**config.mk**
```make
export PLATFORM = sky130hd
export DESIGN_NAME = pipe_stage_reg
export DESIGN_NICKNAME = d
export VERILOG_FILES = /design/src/rtl/pipe_stage_reg.sv
export SDC_FILE = /design/constraint.sdc
export NUM_CORES = 1
export LEC_CHECK = 0
export ABC_AREA = 1
export BUFFER_PORTS_ARGS = -buffer_cell sky130_fd_sc_hd__buf_2
export CAP_MARGIN = 20
export CELL_PAD_IN_SITES_DETAIL_PLACEMENT = 0
export CELL_PAD_IN_SITES_GLOBAL_PLACEMENT = 1
export CORE_MARGIN = 3
export CORE_UTILIZATION = 30
export DETAILED_ROUTE_END_ITERATION = 10
export HOLD_SLACK_MARGIN = 0.1
export PLACE_DENSITY = 0.87
export SLEW_MARGIN = 0
export SYNTH_ARGS = -nofsm -noshare
export SYNTH_HDL_FRONTEND = slang
export SYNTH_SLANG_ARGS = --single-unit
```
**constraint.sdc**
```tcl
create_clock -name clk -period 1.5 [get_ports clk]
set_input_delay 0.075 -clock clk [delete_from_list [all_inputs] [get_ports clk]]
set_output_delay 0.075 -clock clk [all_outputs]
set_load 0.005 [all_outputs]
```
**src/rtl/pipe_stage_reg.sv**
```systemverilog
// rtl/pipe_stage_reg.sv - inter-stage pipeline register with stall/flush/req and perf counters
module pipe_stage_reg #(
  parameter int          DATA_W           = 32,
  parameter int          PC_OFFSET        = 0,
  parameter logic [31:0] RESET_PC         = 32'h0000_3000,
  parameter logic [31:0] REQ_PC           = 32'h0000_4180,
  parameter int          EXC_W            = 5,
  parameter int          CNT_W            = 16,
  parameter bit          KEEP_PC_ON_FLUSH = 1'b1
) (
  input  logic              clk,
  input  logic              reset,
  input  logic              stall,
  input  logic              flush,
  input  logic              req,
  input  logic [31:0]       d_pc,
  input  logic [31:0]       d_instr,
  input  logic [DATA_W-1:0] d_data,
  input  logic              d_valid,
  input  logic [EXC_W-1:0]  d_exc_in,
  input  logic [EXC_W-1:0]  d_exc_new,
  input  logic              d_bd,
  output logic [31:0]       q_pc,
  output logic [31:0]       q_instr,
  output logic [DATA_W-1:0] q_data,
  output logic              q_valid,
  output logic [EXC_W-1:0]  q_exc,
  output logic              q_bd,
  output logic [CNT_W-1:0]  stall_cnt,
  output logic [CNT_W-1:0]  bubble_cnt
);

  localparam logic [31:0]      PC_ADD  = 32'(PC_OFFSET);
  localparam logic [CNT_W-1:0] CNT_MAX = '1;

  logic [31:0]      next_pc;
  logic [EXC_W-1:0] merged_exc;
  logic             stall_evt;
  logic             bubble_evt;

  assign next_pc = d_pc + PC_ADD;

  // Oldest exception wins; an upstream bubble can never carry one.
  assign merged_exc = !d_valid              ? '0 :
                      (d_exc_in != '0)      ? d_exc_in : d_exc_new;

  assign stall_evt  = !reset && !req && stall;
  assign bubble_evt = !reset && !req && !stall && (flush || !d_valid);

  always_ff @(posedge clk) begin
    if (reset) begin
      q_pc    <= RESET_PC;
      q_instr <= '0;
      q_data  <= '0;
      q_valid <= 1'b0;
      q_exc   <= '0;
      q_bd    <= 1'b0;
    end else if (req) begin
      q_pc    <= REQ_PC;
      q_instr <= '0;
      q_data  <= '0;
      q_valid <= 1'b0;
      q_exc   <= '0;
      q_bd    <= 1'b0;
    end else if (stall) begin
      q_pc    <= q_pc;
      q_instr <= q_instr;
      q_data  <= q_data;
      q_valid <= q_valid;
      q_exc   <= q_exc;
      q_bd    <= q_bd;
    end else if (flush) begin
      // Retaining PC/bd on a bubble lets the exception unit report a precise EPC.
      q_pc    <= KEEP_PC_ON_FLUSH ? next_pc : 32'h0;
      q_bd    <= KEEP_PC_ON_FLUSH ? d_bd    : 1'b0;
      q_instr <= '0;
      q_data  <= '0;
      q_valid <= 1'b0;
      q_exc   <= '0;
    end else begin
      q_pc    <= next_pc;
      q_instr <= d_instr;
      q_data  <= d_data;
      q_valid <= d_valid;
      q_exc   <= merged_exc;
      q_bd    <= d_bd;
    end
  end

  always_ff @(posedge clk) begin
    if (reset) begin
      stall_cnt  <= '0;
      bubble_cnt <= '0;
    end else begin
      if (stall_evt && (stall_cnt != CNT_MAX))
        stall_cnt <= stall_cnt + 1'b1;
      if (bubble_evt && (bubble_cnt != CNT_MAX))
        bubble_cnt <= bubble_cnt + 1'b1;
    end
  end

endmodule
```
==> results of run 1 <==
## layer usage
layer	vias to the layer above	GRT usage (%)	share of wire (%)
li1	2791	-	-
met1	2730	21.5	40
met2	224	33.0	50
met3	44	5.38	6.8
met4	0	8.55	3.5
met5	-	0	0
## stage by stage
stage | setup TNS (ns) | power [uW] | setup WS, ns | std cells
global route | -0.0428 | 9140 | -0.0232 | 1182
global placement | 0 | 4320 | 0.0751 | 1032
finish | 0 | 8810 | 0.0289 | 1182
CTS | 0 | 8910 | 0.0292 | 1177
detailed placement | 0 | 4330 | 0.0404 | 1032
floorplan | 0 | 4010 | 0.00411 | 564
## layout make-up
type | count | share of cell area [%]
clock buffer | 17 | 4.82
inverter | 32 | 1.36
sequential | 135 | 30.8
multi-input combinational | 363 | 26.4
clock inverter | 15 | 2.03
tap | 220 | 3.12
timing repair buffer | 400 | 31.4
## cells by family after synthesis
kind of cell | share of synthesized area, %
and+or+nand+nor | 18.5
AOI/OAI and AO/OA | 22.0
DFF | 51.2
buffers and inverters | 5.92
xor gates and xnor gates | 1.99
adders and majority gates | 0.474
## flip-flops by register name (all words and copies together) (netlist names)
signal / flops
bubble_cnt: 16
q_bd: 1
q_data: 32
q_exc: 5
q_instr: 32
q_pc: 32
q_valid: 1
stall_cnt: 16
## synthesized netlist by cell type, types with 2 or more instances
| master | n | share of area (%) |
|---|---|---|
| buf_6 | 2 | 0.43 |
| a21oi_2 | 12 | 2.0 |
| nor2_4 | 4 | 0.85 |
| nor2_1 | 44 | 3.1 |
| nand4_1 | 12 | 1.4 |
| ha_1 | 2 | 0.47 |
| o21ai_0 | 7 | 0.66 |
| a21oi_1 | 19 | 1.8 |
| a22o_1 | 28 | 4.6 |
| xor2_1 | 7 | 1.2 |
| nand2_2 | 14 | 1.7 |
| buf_4 | 3 | 0.43 |
| inv_2 | 3 | 0.21 |
| xnor2_1 | 5 | 0.83 |
| dfxtp_1 | 135 | 51 |
| a221o_1 | 2 | 0.38 |
| nor2_2 | 6 | 0.71 |
| clkbuf_1 | 9 | 0.64 |
| nor3_1 | 4 | 0.38 |
| buf_2 | 19 | 1.8 |
| nand3_1 | 32 | 3.0 |
| a31oi_1 | 2 | 0.24 |
| nand2_1 | 95 | 6.8 |
| a32o_1 | 64 | 12 |
| inv_1 | 29 | 2.1 |
## timing repair
action / 4_1_cts / 5_1_grt
buffers inserted: 0 / 4
hold buffers: 113 / 0
hold endpoints to repair: 102 / 0
setup endpoints to repair: 0 / 66
resized for setup: 0 / 28
## power breakdown
group | internal, uW | total [uW] | switching (uW)
registers | 3660 | 3700 | 41.5
logic | 464 | 820 | 356
clock network | 2530 | 4290 | 1760
total | 6660 | 8810 | 2160
## worst paths after layout
| kind | start | endpoint | depth (start not counted) | slack [ns] |
|---|---|---|---|---|
| hold reg to reg | q_valid | q_valid | 2 | 0.46 |
| setup reg to reg | stall_cnt[1] | stall_cnt[2] | 8 | 0.09 |
| hold / removal | flush | q_valid | 4 | 0.18 |
| setup / recovery | req | q_data[17] | 7 | 0.03 |
## critical path, cell delays in order
cell           delay [ns]
dlygate4sd3_1        0.53
buf_2                0.17
nor2_2               0.14
nand2_1              0.19
inv_2                0.20
buf_12               0.28
a32o_1               0.19
==> impl_metrics.env, run 1 <==
export IMPL_slew_headroom_pct=72.2
export IMPL_seqCellArea_sq_mm=0.00272
export IMPL_fin_util_pct=52.3
export IMPL_initialDrtViolationCount=287
export IMPL_clock_path_buffers=2
export IMPL_status="finished clean"
export IMPL_grt_overflow_total=0
export IMPL_max_cap_viol_count=0
export IMPL_grt_pass1_vias=5709
export IMPL_post_drt_wl_per_cell_um=15.9
export IMPL_finalSetupViolCount=0
export IMPL_rsz0062_at_grt="yes"
export IMPL_fin_nets=1064
export IMPL_area_growth_synth_to_final_pct=67.0
export IMPL_vias_per_cell=4.90
export IMPL_clk_latency_ns=0.41
export IMPL_grt_max_degree=64
export IMPL_die_h_um=139
export IMPL_clk_pin_slew_worst_paths_ns=0.06
export IMPL_mappedNetlistArea_sq_mm=0.00528
export IMPL_antenna_found_initial=0
export IMPL_gp_congestion=0.817
export IMPL_timing_fmax_ghz=0.680
export IMPL_drc_errors=0
export IMPL_synth_top_flop_cell="dfxtp_1"
export IMPL_drt_wl_total_um=18800
export IMPL_tightest_slew_ns=0.417
export IMPL_syn_avg_cell_area_sq_um=9.37
export IMPL_async_reset_ff_share_pct=0
export IMPL_final_min_clock_period_ns=1.47
export IMPL_cts_buffers=17
export IMPL_hold_viol=0
export IMPL_mostFrequentLayoutCells="247 x buf_2, 121 x dfxtp_1, 113 x dlygate4sd3_1, 93 x nand2_1, 64 x a32o_1"
export IMPL_power_density_mw_per_mm2=999
export IMPL_fp_dieW_um=139
export IMPL_grt_pass1_wl_um=29900
export IMPL_hold_path_class="primary input to flop"
export IMPL_synthDistinctLibCells=30
export IMPL_vias=5789
export IMPL_syn_nets=679
export IMPL_cp_data_arrival_time_ns=1.82
export IMPL_path_max_fanout=63
export IMPL_fin_crit_sh_pct=98.1
export IMPL_cts_tree="built"
export IMPL_ir_worst_vdd_mv=0.686
export IMPL_diodes=0
export IMPL_design_area_sq_mm=0.00882
export IMPL_p_leak_uw=0.00403
export IMPL_place_hpwl_um=11800
export IMPL_cp_start_kind="primary input"
export IMPL_yosysWarningCount=0
export IMPL_core_area_sq_mm=0.0169
export IMPL_cts_sinks=135
export IMPL_slew_viol_final=0
export IMPL_synth_seq_cells=135
export IMPL_drtPass1Iterations=5
export IMPL_fin_skew_ns=0.00686
export IMPL_htreeDepth=4
export IMPL_ant_nets=0
export IMPL_synth_edf_count=0
export IMPL_finalHoldWorstSlack_ns=0.185
export IMPL_end_kind="flop"
export IMPL_layout_commonest_cell="buf_2"
export IMPL_dieArea_sq_mm=0.0192
export IMPL_drive_above_1_share_pct=40.0
export IMPL_initial_core_util_pct=31.3
export IMPL_num_rows=47
export IMPL_multi_input_area_sq_mm=0.00233
export IMPL_critPathKind="primary input to flop"
export IMPL_synth_cells=564
export IMPL_grt_usage_pct=18.9
export IMPL_worst_ep_required_time_ns=1.85
export IMPL_place_area_sq_mm=0.00696
export IMPL_ys_seq_area_share_pct=51.2
export IMPL_io_pins=248
export IMPL_clock_root_buffer="clkbuf_16"
export IMPL_fillCellCount=1476
export IMPL_io_buffers=247
(Power assumes the default switching activity.)
==> run 2: changes to the inputs <==
--- a/config.mk
+++ b/config.mk
@@ -10,7 +10,7 @@
 export CAP_MARGIN = 20
 export CELL_PAD_IN_SITES_DETAIL_PLACEMENT = 0
 export CELL_PAD_IN_SITES_GLOBAL_PLACEMENT = 1
-export CORE_MARGIN = 3
+export CORE_MARGIN = 2
 export CORE_UTILIZATION = 30
 export DETAILED_ROUTE_END_ITERATION = 10
 export HOLD_SLACK_MARGIN = 0.1
==> run 2 against run 1 <==
Critical path depth decreased by 1. Clock power decreased by 5.6%. Worst setup slack improved by 0.020 ns. Critical endpoint is now q_exc[4]. Largest power group unchanged. Highest routed layer unchanged.
==> impl_metrics.env, run 2 (synthesis results as in run 1) <==
export IMPL_status="finished clean"
export IMPL_dieArea_sq_mm=0.0187
export IMPL_max_stage_delay_ns=0.59
export IMPL_r2r_end="stall_cnt[9]"
export IMPL_fp_dieW_um=137
export IMPL_post_place_ws_ns=0.0244
export IMPL_switchingPower_uw=2220
export IMPL_initialDrtViolationCount=271
export IMPL_io_buffers=247
export IMPL_ant_nets=0
export IMPL_ff2ff_setup_slack_ns=0.06
export IMPL_tightest_slew_ns=0.426
export IMPL_diodes=0
export IMPL_path_delay_family="buffers and inverters"
export IMPL_num_rows=48
export IMPL_cp_start_kind="primary input"
export IMPL_fin_util_pct=50.7
export IMPL_worstRegToRegCells=9
export IMPL_reg2reg_from="stall_cnt[1]"
export IMPL_core_area_sq_mm=0.0172
export IMPL_grt_pass1_vias=5246
export IMPL_clk_latency_ns=0.41
export IMPL_multi_input_area_sq_mm=0.00234
export IMPL_drt_wl_total_um=17900
export IMPL_combPwrFrac_pct=9.2
export IMPL_finalSetupViolCount=0
export IMPL_fin_crit_sh_pct=96.7
export IMPL_cp_cell_sequence="dlygate4sd3_1 -> buf_2 -> nor3_4 -> a31oi_1 -> o21ai_0 -> dlygate4sd3_1"
export IMPL_clk_pin_slew_worst_paths_ns=0.07
export IMPL_grt_pass1_wl_um=26200
export IMPL_fillCellCount=1510
export IMPL_p_leak_uw=0.00398
export IMPL_place_hpwl_um=10900
export IMPL_timing_fmax_ghz=0.689
export IMPL_final_min_clock_period_ns=1.45
export IMPL_setup_ws_ns=0.0490
export IMPL_vias=5684
export IMPL_clock_path_buffers=2
export IMPL_place_inst=1038
export IMPL_slew_viol_final=0
export IMPL_layout_commonest_cell="buf_2"
export IMPL_max_cap_viol_count=0
export IMPL_gp_congestion=0.829
export IMPL_path_buf_inv=3
export IMPL_htreeDepth=4
export IMPL_die_h_um=137
export IMPL_grt_usage_pct=17.6
export IMPL_post_drt_wl_per_cell_um=15.1
export IMPL_grt_overflow_total=0
export IMPL_total_power_uw=8550
export IMPL_clock_root_buffer="clkbuf_16"
export IMPL_crit_start="d_exc_in[3]"
export IMPL_cpMaxStageDelayCell="dlygate4sd3_1"
export IMPL_slew_headroom_pct=71.6
export IMPL_power_density_mw_per_mm2=978
export IMPL_seqPwrFrac_pct=43.3
export IMPL_cp_data_arrival_time_ns=1.80
export IMPL_area_growth_synth_to_final_pct=65.4
export IMPL_cts_buffers=17
export IMPL_min_delay_path_depth=3
export IMPL_cts_sinks=135
export IMPL_end_kind="flop"
export IMPL_drtPass1Iterations=6
export IMPL_mostFrequentLayoutCells="247 x buf_2, 127 x dfxtp_1, 113 x dlygate4sd3_1, 95 x nand2_1, 64 x a32o_1"
export IMPL_cts_tree="built"
export IMPL_holdPathEnd="q_data[9]"
export IMPL_antenna_found_initial=0
export IMPL_vias_per_cell=4.80
export IMPL_reg_largest_list="q_data x32, q_instr x32, q_pc x32"
export IMPL_ir_worst_vdd_mv=0.855
export IMPL_fin_cells=1185
export IMPL_hold_path_startpoint="flush"
export IMPL_io_pins=248
export IMPL_drc_errors=0
export IMPL_fin_skew_ns=0.00755
export IMPL_path_max_fanout=3
export IMPL_cp_common_cell="dlygate4sd3_1"
export IMPL_fin_nets=1062
export IMPL_hold_path_class="primary input to flop"
export IMPL_pwr_share_clk_pct=47.4
export IMPL_grt_max_degree=93
export IMPL_p_int_uw=6330
export IMPL_seqCellArea_sq_mm=0.00271
export IMPL_worst_ep_required_time_ns=1.85
export IMPL_initial_core_util_pct=30.6
export IMPL_p_sw_share_pct=25.9
export IMPL_critPathKind="primary input to flop"
export IMPL_hold_viol=0
export IMPL_drive_above_1_share_pct=39.1
[run 2: per-layer routing]
metal	vias up	wire, um	track usage (%)
li1	2789	-	-
met1	2654	7460	21.4
met2	214	8680	30.0
met3	27	1370	4.63
met4	0	347	6.37
met5	-	0	0
[run 2: cell type report]
cell class                      instances  area share, %
Clock buffer                           17           4.87
Clock inverter                         15           1.78
Inverter                               32           1.37
Multi-Input combinational cell        363           26.8
Sequential cell                       135           31.0
Tap cell                              225           3.22
Timing Repair Buffer                  398           31.0
[run 2: worst max path at each step]
stage / cells past startpoint / slack (ns) / end
finish: 6 / 0.05 / q_exc[4]
global route: 9 / -0.03 / stall_cnt[9]
CTS: 9 / 0.02 / stall_cnt[9]
detailed placement: 9 / 0.02 / stall_cnt[10]
global placement: 9 / 0.06 / stall_cnt[11]
floorplan: 9 / 0.004 / stall_cnt[11]
[run 2: worst min-delay path, stage by stage]
cell and delay (ns):
buf_2 0.10, inv_2 0.10, a32o_1 0.26
[run 2: what timing repair did]
action / in CTS / in global routing
hold buffers: 113 / 0
resized for setup: 0 / 21
endpoints found under the setup margin: 0 / 29
buffers inserted: 0 / 1
hold endpoints to repair: 102 / 0
[run 2: power groups by stage]
stage	registers [uW]	logic [uW]	clock network, uW
floorplan	3790	219	0
global placement	3780	527	0
detailed placement	3780	532	0
CTS	3700	770	4150
global route	3710	850	4300
finish	3700	789	4050
[run 2: metrics by stage]
| stage | hold slack (ns) | setup TNS [ns] | cell area, sq um |
|---|---|---|---|
| 3_5_place_dp | 0.302 | 0 | 6940 |
| 5_1_grt | 0.175 | -0.0820 | 8740 |
| 4_1_cts | 0.152 | 0 | 8650 |
| 6_report | 0.172 | 0 | 8740 |
| 3_3_place_gp | 0.304 | 0 | 6940 |
| 2_1_floorplan | 0.211 | 0 | 5290 |
==> run 3: changes to the inputs <==
--- a/config.mk
+++ b/config.mk
@@ -5,7 +5,6 @@
 export SDC_FILE = /design/constraint.sdc
 export NUM_CORES = 1
 export LEC_CHECK = 0
-export ABC_AREA = 1
 export BUFFER_PORTS_ARGS = -buffer_cell sky130_fd_sc_hd__buf_2
 export CAP_MARGIN = 20
 export CELL_PAD_IN_SITES_DETAIL_PLACEMENT = 0
@@ -14,7 +13,7 @@
 export CORE_UTILIZATION = 30
 export DETAILED_ROUTE_END_ITERATION = 10
 export HOLD_SLACK_MARGIN = 0.1
-export PLACE_DENSITY = 0.87
+export PLACE_DENSITY = 0.88
 export SLEW_MARGIN = 0
 export SYNTH_ARGS = -nofsm -noshare
 export SYNTH_HDL_FRONTEND = slang
==> run 3 against run 2 <==
The flow now finishes with violations (setup timing). Maximum frequency shrank 16%. Utilization grew 6.4 points. Flip-flop and latch count is the same. Largest cell class is now non-clock buffers. Global-route usage grew 1.7 points. Highest routed layer unchanged. Critical path type is now flop to flop.
==> impl_metrics.env, run 3 <==
export IMPL_post_drt_wl_per_cell_um=15.6
export IMPL_multi_input_area_sq_mm=0.00225
export IMPL_yosys_cell_count_top_type="dfxtp_1"
export IMPL_clock_root_buffer="clkbuf_16"
export IMPL_ant_nets=0
export IMPL_setup_ws_ns=-0.226
export IMPL_num_rows=46
export IMPL_io_pins=248
export IMPL_clk_latency_ns=0.41
export IMPL_seqCellArea_sq_mm=0.00275
export IMPL_power_density_mw_per_mm2=942
export IMPL_syn_avg_cell_area_sq_um=10.8
export IMPL_fillCellCount=1313
export IMPL_htreeDepth=4
export IMPL_yosysTopAreaCellShare_pct=56.8
export IMPL_fin_skew_ns=0.00866
export IMPL_io_buffers=247
export IMPL_grt_max_degree=55
export IMPL_yosys_area_top_type="dfxtp_1"
export IMPL_synth_edf_count=0
export IMPL_diodes=0
export IMPL_cts_sinks=135
export IMPL_p_leak_uw=0.00413
export IMPL_initialDrtViolationCount=226
export IMPL_end_kind="flop"
export IMPL_yosysWarningCount=0
export IMPL_synth_cells=441
export IMPL_finalSetupViolCount=24
export IMPL_worstRegToRegCells=6
export IMPL_synthDistinctLibCells=40
export IMPL_rsz0062_at_grt="yes"
export IMPL_status="complete, but fails checks"
export IMPL_async_reset_ff_share_pct=0
export IMPL_vias=5421
export IMPL_path_max_fanout=4
export IMPL_antenna_found_initial=0
export IMPL_reg2reg_from="bubble_cnt[0]"
export IMPL_ir_worst_vdd_mv=0.711
export IMPL_design_area_sq_mm=0.00897
export IMPL_layout_commonest_cell="buf_2"
export IMPL_hold_path_class="primary input to flop"
export IMPL_fin_nets=993
export IMPL_grt_pass1_vias=5299
export IMPL_cts_buffers=17
export IMPL_drtPass1Iterations=4
export IMPL_cp_start_kind="flop"
export IMPL_fin_util_pct=57.1
export IMPL_synth_top_flop_cell="dfxtp_1"
export IMPL_synth_seq_cells=135
export IMPL_ys_seq_area_share_pct=56.8
export IMPL_fin_crit_sh_pct=115
export IMPL_drive_above_1_share_pct=48.9
export IMPL_mappedNetlistArea_sq_mm=0.00476
export IMPL_syn_nets=556
export IMPL_synth_area_leaders="dfxtp_1 57%, a22o_1 17%, a21oi_1 2.7%"
export IMPL_drc_errors=0
export IMPL_grt_usage_pct=19.3
export IMPL_reg_largest_list="q_data x32, q_instr x32, q_pc x32"
export IMPL_min_delay_path_depth=4
export IMPL_critPathKind="flop to flop"
export IMPL_slew_viol_final=0
export IMPL_max_cap_viol_count=0
export IMPL_clock_path_buffers=2
export IMPL_vias_per_cell=4.90
export IMPL_holdPathEnd="q_pc[7]"
export IMPL_ff2ff_setup_slack_ns=-0.23
export IMPL_cp_data_arrival_time_ns=2.08
export IMPL_timing_fmax_ghz=0.579
export IMPL_cts_tree="built"
export IMPL_worst_ep_required_time_ns=1.85
export IMPL_place_hpwl_um=10100
export IMPL_fp_dieW_um=130
export IMPL_hold_viol=0
export IMPL_slew_headroom_pct=60.0
export IMPL_clk_pin_slew_worst_paths_ns=0.07
export IMPL_synth_common_cells="135 x dfxtp_1, 92 x a22o_1, 28 x clkbuf_1"
export IMPL_hold_path_startpoint="stall"
export IMPL_grt_pass1_wl_um=25900
export IMPL_grt_overflow_total=0
export IMPL_core_area_sq_mm=0.0157
export IMPL_mostFrequentLayoutCells="247 x buf_2, 117 x dfxtp_1, 108 x dlygate4sd3_1, 92 x a22o_1, 83 x buf_4"
export IMPL_drt_wl_total_um=17300
export IMPL_die_h_um=130
export IMPL_tightest_slew_ns=0.600
export IMPL_r2r_end="bubble_cnt[8]"
export IMPL_initial_core_util_pct=30.3
export IMPL_dieArea_sq_mm=0.0169
export IMPL_final_min_clock_period_ns=1.73
export IMPL_violations="setup timing"
export IMPL_gp_congestion=0.796
export IMPL_place_area_sq_mm=0.00696
export IMPL_area_growth_synth_to_final_pct=88.6
-- run 3: per-layer routing --
metal | global-route usage, % | wire, um | vias to the layer above
met5 | 0 | 0 | -
met4 | 9.42 | 439 | 0
li1 | - | - | 2610
met1 | 22.5 | 7130 | 2559
met3 | 5.41 | 1000 | 38
met2 | 32.9 | 8740 | 214
-- run 3: cell families after synthesis --
family          after synthesis  share of synthesized area (%)
compound gates              169                           27.3
buf+inv                      36                           3.02
fa+ha+maj                     2                          0.526
simple gates                 96                           11.7
mux                           3                          0.657
flops                       135                           56.8
-- run 3: power breakdown --
part / total (uW) / switching (uW) / internal (uW)
logic: 728 / 285 / 443
registers: 3690 / 43.0 / 3650
clock network: 4030 / 1720 / 2310
total: 8450 / 2050 / 6400
-- run 3: area by class of cell --
| type | count | area share [%] |
|---|---|---|
| Timing Repair Buffer | 450 | 34.9 |
| Sequential cell | 135 | 30.6 |
| Multi-Input combinational cell | 270 | 25.1 |
| Clock buffer | 17 | 4.74 |
| Tap cell | 216 | 3.01 |
| Clock inverter | 15 | 1.56 |
| Inverter | 4 | 0.167 |
-- run 3: critical path: stages, from the launching register on --
cell,delay (ns)
dfxtp_4,0.36
ha_4,0.15
nand3_4,0.08
or4b_4,0.51
buf_6,0.14
or3_1,0.31
a21oi_2,0.12
-- run 3: timing repair --
item,CTS,global route
pin swaps,15,14
gates resized for setup,31,26
cloned,0,0
setup endpoints to repair,27,35
buffers inserted,7,6
endpoints found under the hold margin,110,0
hold buffers,108,0
-- run 3: through the flow --
step	TNS, ns	setup WS (ns)	hold WS, ns	power, uW	std cells
2_1_floorplan	-1.60	-0.285	0.201	3930	441
3_3_place_gp	-5.57	-0.304	0.284	4240	955
3_5_place_dp	-6.53	-0.348	0.287	4240	955
4_1_cts	-1.68	-0.244	0.102	8460	1101
5_1_grt	-4.15	-0.284	0.121	8740	1107
6_report	-2.34	-0.226	0.129	8450	1107
-- run 3: worst max-delay path by stage --
stage	start	end	slack (ns)	depth (start not counted)
floorplan	bubble_cnt[0]	bubble_cnt[10]	-0.28	6
global placement	stall	bubble_cnt[8]	-0.30	6
detailed placement	stall	bubble_cnt[8]	-0.35	6
CTS	bubble_cnt[0]	bubble_cnt[8]	-0.24	6
global route	bubble_cnt[0]	bubble_cnt[10]	-0.28	5
finish	bubble_cnt[0]	bubble_cnt[8]	-0.23	6
